$ cat config.mk
export PLATFORM = sky130hd
export DESIGN_NAME = inst_encoder
export DESIGN_NICKNAME = d
export VERILOG_FILES = /design/src/rtl/inst_encoder.sv
export SDC_FILE = /design/constraint.sdc
export NUM_CORES = 1
export LEC_CHECK = 0
export BUFFER_PORTS_ARGS = -buffer_cell sky130_fd_sc_hd__buf_2
export CAP_MARGIN = 20
export CORE_MARGIN = 5
export CORE_UTILIZATION = 57
export CTS_CLUSTER_DIAMETER = 40
export DETAILED_ROUTE_END_ITERATION = 12
export GPL_TIMING_DRIVEN = 0
export PLACE_DENSITY = 0.86
export SLEW_MARGIN = 20
export SYNTH_ARGS = -nofsm -noshare
export SYNTH_HDL_FRONTEND = slang
export SYNTH_SLANG_ARGS = --single-unit
$ cat constraint.sdc
create_clock -name clk -period 4.9 [get_ports clk]
set_input_delay 0.49 -clock clk [delete_from_list [all_inputs] [get_ports clk]]
set_output_delay 0.49 -clock clk [all_outputs]
set_load 0.03 [all_outputs]
$ cat src/rtl/inst_encoder.sv
// RV32I instruction word encoder: packs operand fields and an immediate into a
// 32-bit word, flags unrepresentable immediates, and buffers results in a small FIFO.

package inst_encoder_pkg;
    typedef enum logic [2:0] {
        INST_TYPE_R = 3'd0,
        INST_TYPE_I = 3'd1,
        INST_TYPE_S = 3'd2,
        INST_TYPE_B = 3'd3,
        INST_TYPE_U = 3'd4,
        INST_TYPE_J = 3'd5
    } inst_type_e;

    typedef struct packed {
        logic        err;
        logic [31:0] inst;
    } enc_entry_t;
endpackage

module inst_encoder
    import inst_encoder_pkg::*;
#(
    parameter int unsigned FIFO_DEPTH = 2,
    parameter int unsigned COUNT_W    = 16
) (
    input  logic               clk,
    input  logic               rst_n,
    input  logic               flush,
    input  logic               in_valid,
    output logic               in_ready,
    input  inst_type_e         in_type,
    input  logic [6:0]         in_opcode,
    input  logic [4:0]         in_rd,
    input  logic [2:0]         in_funct3,
    input  logic [4:0]         in_rs1,
    input  logic [4:0]         in_rs2,
    input  logic [6:0]         in_funct7,
    input  logic [31:0]        in_imm,
    output logic               out_valid,
    input  logic               out_ready,
    output logic [31:0]        out_inst,
    output logic               out_err,
    output logic [COUNT_W-1:0] enc_count,
    output logic [COUNT_W-1:0] err_count
);

    localparam int unsigned AW = (FIFO_DEPTH > 1) ? $clog2(FIFO_DEPTH) : 1;
    localparam int unsigned CW = AW + 1;

    enc_entry_t    enc_c;
    enc_entry_t    mem [FIFO_DEPTH];
    logic [AW-1:0] wptr;
    logic [AW-1:0] rptr;
    logic [CW-1:0] count;
    logic          full;
    logic          push;
    logic          pop;
    logic          fit12;
    logic          fit13;
    logic          fit21;

    // Signed-range checks: upper bits must be a pure sign extension
    assign fit12 = (&in_imm[31:11]) | ~(|in_imm[31:11]);
    assign fit13 = (&in_imm[31:12]) | ~(|in_imm[31:12]);
    assign fit21 = (&in_imm[31:20]) | ~(|in_imm[31:20]);

    always_comb begin
        enc_c = '0;
        case (in_type)
            INST_TYPE_R: begin
                enc_c.inst = {in_funct7, in_rs2, in_rs1, in_funct3, in_rd, in_opcode};
            end
            INST_TYPE_I: begin
                enc_c.inst = {in_imm[11:0], in_rs1, in_funct3, in_rd, in_opcode};
                enc_c.err  = ~fit12;
            end
            INST_TYPE_S: begin
                enc_c.inst = {in_imm[11:5], in_rs2, in_rs1, in_funct3, in_imm[4:0], in_opcode};
                enc_c.err  = ~fit12;
            end
            INST_TYPE_B: begin
                enc_c.inst = {in_imm[12], in_imm[10:5], in_rs2, in_rs1, in_funct3,
                              in_imm[4:1], in_imm[11], in_opcode};
                enc_c.err  = ~fit13 | in_imm[0];
            end
            INST_TYPE_U: begin
                enc_c.inst = {in_imm[31:12], in_rd, in_opcode};
                enc_c.err  = |in_imm[11:0];
            end
            INST_TYPE_J: begin
                enc_c.inst = {in_imm[20], in_imm[10:1], in_imm[11], in_imm[19:12], in_rd, in_opcode};
                enc_c.err  = ~fit21 | in_imm[0];
            end
            default: begin
                enc_c.inst = '0;
                enc_c.err  = 1'b1;
            end
        endcase
    end

    assign full      = (count == CW'(FIFO_DEPTH));
    assign in_ready  = ~full & ~flush;
    assign out_valid = (count != '0);
    assign push      = in_valid & in_ready;
    assign pop       = out_valid & out_ready & ~flush;
    assign out_inst  = mem[rptr].inst;
    assign out_err   = mem[rptr].err;

    // Buffer storage, cleared on reset so the head reads zero
    always_ff @(posedge clk or negedge rst_n) begin
        if (!rst_n) begin
            for (int i = 0; i < int'(FIFO_DEPTH); i++) begin
                mem[i] <= '0;
            end
        end else if (push) begin
            mem[wptr] <= enc_c;
        end
    end

    always_ff @(posedge clk or negedge rst_n) begin
        if (!rst_n) begin
            wptr  <= '0;
            rptr  <= '0;
            count <= '0;
        end else if (flush) begin
            wptr  <= '0;
            rptr  <= '0;
            count <= '0;
        end else begin
            if (push) begin
                wptr <= wptr + AW'(1);
            end
            if (pop) begin
                rptr <= rptr + AW'(1);
            end
            count <= count + CW'(push) - CW'(pop);
        end
    end

    // Saturating statistics; push already excludes flush cycles
    always_ff @(posedge clk or negedge rst_n) begin
        if (!rst_n) begin
            enc_count <= '0;
            err_count <= '0;
        end else begin
            if (pop && (enc_count != '1)) begin
                enc_count <= enc_count + COUNT_W'(1);
            end
            if (push && enc_c.err && (err_count != '1)) begin
                err_count <= err_count + COUNT_W'(1);
            end
        end
    end

endmodule

==> run_results.csv <==
group,metric,value,unit
synthesis,synth_adder_area_share,0.963,%
synthesis,synthArstFlopShare,100,%
place,place_hpwl,10.6,mm
worst_setup_path,cp.required,4410,ps
global_route,grt_pass1_vias,4816,
power_and_ir_drop,power.density,446,mW/mm2
global_route,grtUsageMet3,7.15,%
clocking,root_buffer,"clkbuf_8",
clocking,insertion_delay,360,ps
detailed_routing,drt_iter0_markers,261,
global_route,grt_use_total,26.2,%
worst_setup_path,crit_slowest_cell,"clkbuf_1",
detailed_routing,dr.pass1.iters,5,
synthesis,synth_top_family_by_area,"simple AND/OR/NAND/NOR gates",
clocking,path_clk_slew,90,ps
sta,worst_pin_slew,702,ps
detailed_routing,viasPerCell,5.81,
job,drv_cap,0,
floorplanning,io_pins,139,
clocking,cts_tree,"yes",
synthesis,synth_edf_count,0,
final_layout,final_core_util,71.4,%
sta,timing.final.crit_period,2770,ps
detailed_routing,ant_nets,0,
sta,rsz0062_at_grt,"false",
synthesis,ys_seq_elements,102,
power_and_ir_drop,ir_worst_vdd,0.250,mV
detailed_routing,avgRoutedWirePerCell,18.1,um
final_layout,nFillCells,690,
global_route,grt-busiest-layer,"met2",
sta,finalSetupViolCount,0,
synthesis,synth_cells,529,
worst_setup_path,worst_path_largest_cell_delay,590,ps
clocking,cts_max_path_buffers,2,
final_layout,drive_gt1_share,30.5,%
clocking,clock_sinks,102,
worst_setup_path,cp_max_fo,10,
synthesis,synth.distinct_cells,44,
worst_setup_path,worst_path_most_repeated_cell,"clkbuf_1",
worst_setup_path,end_kind,"primary output",
final_layout,final_cell_mix,"buf_2 (137), dfrtp_1 (102), nand2_1 (93)",
synthesis,ys_warn_count,0,
synthesis,synthesis.nets,605,
worst_setup_path,startpoint_type,"flip-flop",
place,place.gp.congestion,0.970,
min_path,hp-class,"in2reg",
sta,relSlewSlack,53.2,%
global_route,use_met2,45.8,%
floorplanning,die_area,0.0111,mm2
global_route,grt_use_met1,31.1,%
detailed_routing,vias,4590,
sta,skew,4.52,ps
global_route,grt_pass1_wl,23.3,mm
synthesis,synth-compound-area-share,12.8,%
global_route,gr-total-overflow,0,
power_and_ir_drop,cellLeakagePower,0.00309,uW
final_layout,n_antenna_cell,0,
synthesis,synth_flop_cell,"dfrtp_1",
synthesis,synth.avg_cell_area,9.82,um2
place,place.port_buffers,136,
detailed_routing,routed_wl,14.3,mm
worst_setup_path,criticalPathCategory,"reg2out",
final_layout,area_growth,21.0,%
worst_setup_path,crit_chain,"clkbuf_1 > clkbuf_1 > mux2_2 > buf_2",
sta,final-hold-violation-count,0,
sta,fmax,361,MHz
floorplanning,die_h,105,um
floorplanning,core_area,0.00881,mm2
worst_setup_path,crit_family,"buffers and inverters",
sta,finalMaxSlewViolations,0,
status,status,"finished, final reports clean",
worst_setup_path,worst_ep_arrival_time,2280,ps
floorplanning,row_count,34,
worst_setup_path,crit_buf_inv,3,
synthesis,syn_area,0.00520,mm2
global_route,grt_antenna_before_repair,2,
synthesis,synth_seq_area_share,49.1,%
sta,hold_slack,388,ps
sta,fin_setup_tns,0,ps
sta,finalCritPeriodShare,56.5,%
detailed_routing,drc,0,
final_layout,final_common_cell,"buf_2",
floorplanning,initial_utilization,59.0,%
final_layout,layout.nets,754,
synthesis,synth-simple-area-share,19.0,%
synthesis,synth_mux_area_share,9.80,%
clocking,cts_made_buffers,9,
floorplanning,die_w,105,um
clocking,h-tree-depth,3,
global_route,grt_max_degree,87,
synthesis,synth_xor_area_share,5.56,%
-- worst paths after layout --
check	start	end	slack (ps)	depth (start not counted)
min	in_opcode[4]	mem[37]$_DFFE_PN0P_	390	3
max in group asynchronous	rst_n	mem[50]$_DFFE_PN0P_	3710	3
min in group asynchronous	rst_n	mem[14]$_DFFE_PN0P_	530	2
min reg2reg	mem[64]$_DFFE_PN0P_	mem[64]$_DFFE_PN0P_	480	2
max reg2reg	err_count[0]$_DFFE_PN0P_	err_count[14]$_DFFE_PN0P_	2800	8
max	rptr$_DFFE_PN0P_	out_inst[21]	2130	4
-- kinds of logic after synthesis --
kind of cell | after synthesis
mux | 46
fa+ha+maj | 4
buf+inv | 32
compound gates | 113
xor+xnor | 33
flops | 102
simple gates | 199
-- Yosys cell counts, types with 4 or more instances --
| master | instances | area, um2 |
|---|---|---|
| a21oi_1 | 33 | 165 |
| a221oi_1 | 5 | 43.8 |
| and3_1 | 11 | 68.8 |
| clkbuf_1 | 22 | 82.6 |
| dfrtp_1 | 102 | 2550 |
| ha_1 | 4 | 50.1 |
| mux2_2 | 39 | 439 |
| mux2i_1 | 7 | 70.1 |
| nand2_1 | 93 | 349 |
| nand3_1 | 12 | 60.1 |
| nand4_1 | 13 | 81.3 |
| nor2_1 | 26 | 97.6 |
| nor2b_1 | 20 | 125 |
| nor4_1 | 6 | 37.5 |
| o21ai_0 | 55 | 275 |
| o21ai_1 | 8 | 40.0 |
| xnor2_1 | 25 | 219 |
| xor2_1 | 8 | 70.1 |
-- registers in the layout, indices dropped and copies added (netlist names) --
register,count
err_count,16
mem,66
wptr,1
rptr,1
enc_count,16
count,2
-- routing by layer --
layer	part of all wire [%]	up-vias
met5	0.098	-
met4	2.4	4
met3	8.3	35
met2	50	221
met1	40	2193
li1	-	2137
-- cell type report --
type / count / area, um2 / area share (%)
Timing Repair Buffer: 138 / 724 / 11.5
Tap cell: 108 / 135 / 2.15
Sequential cell: 102 / 2550 / 40.6
Clock inverter: 6 / 109 / 1.73
Buffer: 29 / 134 / 2.13
Inverter: 3 / 11.3 / 0.179
Multi-Input combinational cell: 395 / 2500 / 39.7
Clock buffer: 9 / 124 / 1.97
-- timing repair --
action	4_1_cts	5_1_grt
setup endpoints to repair	0	0
setup buffers	0	0
hold buffers	1	0
hold endpoints to repair	16	0
gates resized for setup	0	0
-- worst reg2reg max path, stage by stage, from the launching register on --
cell and delay (ps):
dfrtp_1 430, ha_1 240, and4_1 220, and3_1 240, a31oi_1 260, o21a_4 190, buf_6 130, nand4_1 130
xnor2_1 150
-- stage by stage --
step	area, um2	std cells	setup WS, ps	total power (uW)
floorplan	5200	529	2720	1870
global placement	6010	773	2360	2140
detailed placement	6050	774	2440	2190
CTS	6290	790	2090	2820
global route	6290	790	2050	2960
finish	6290	790	2130	2800
-- power by group --
group | switching (uW) | total, uW | internal (uW)
Combinational | 630 | 983 | 353
Clock | 283 | 619 | 337
Sequential | 138 | 1200 | 1060
Total | 1050 | 2800 | 1750
Power figures use the tool's default switching activity.
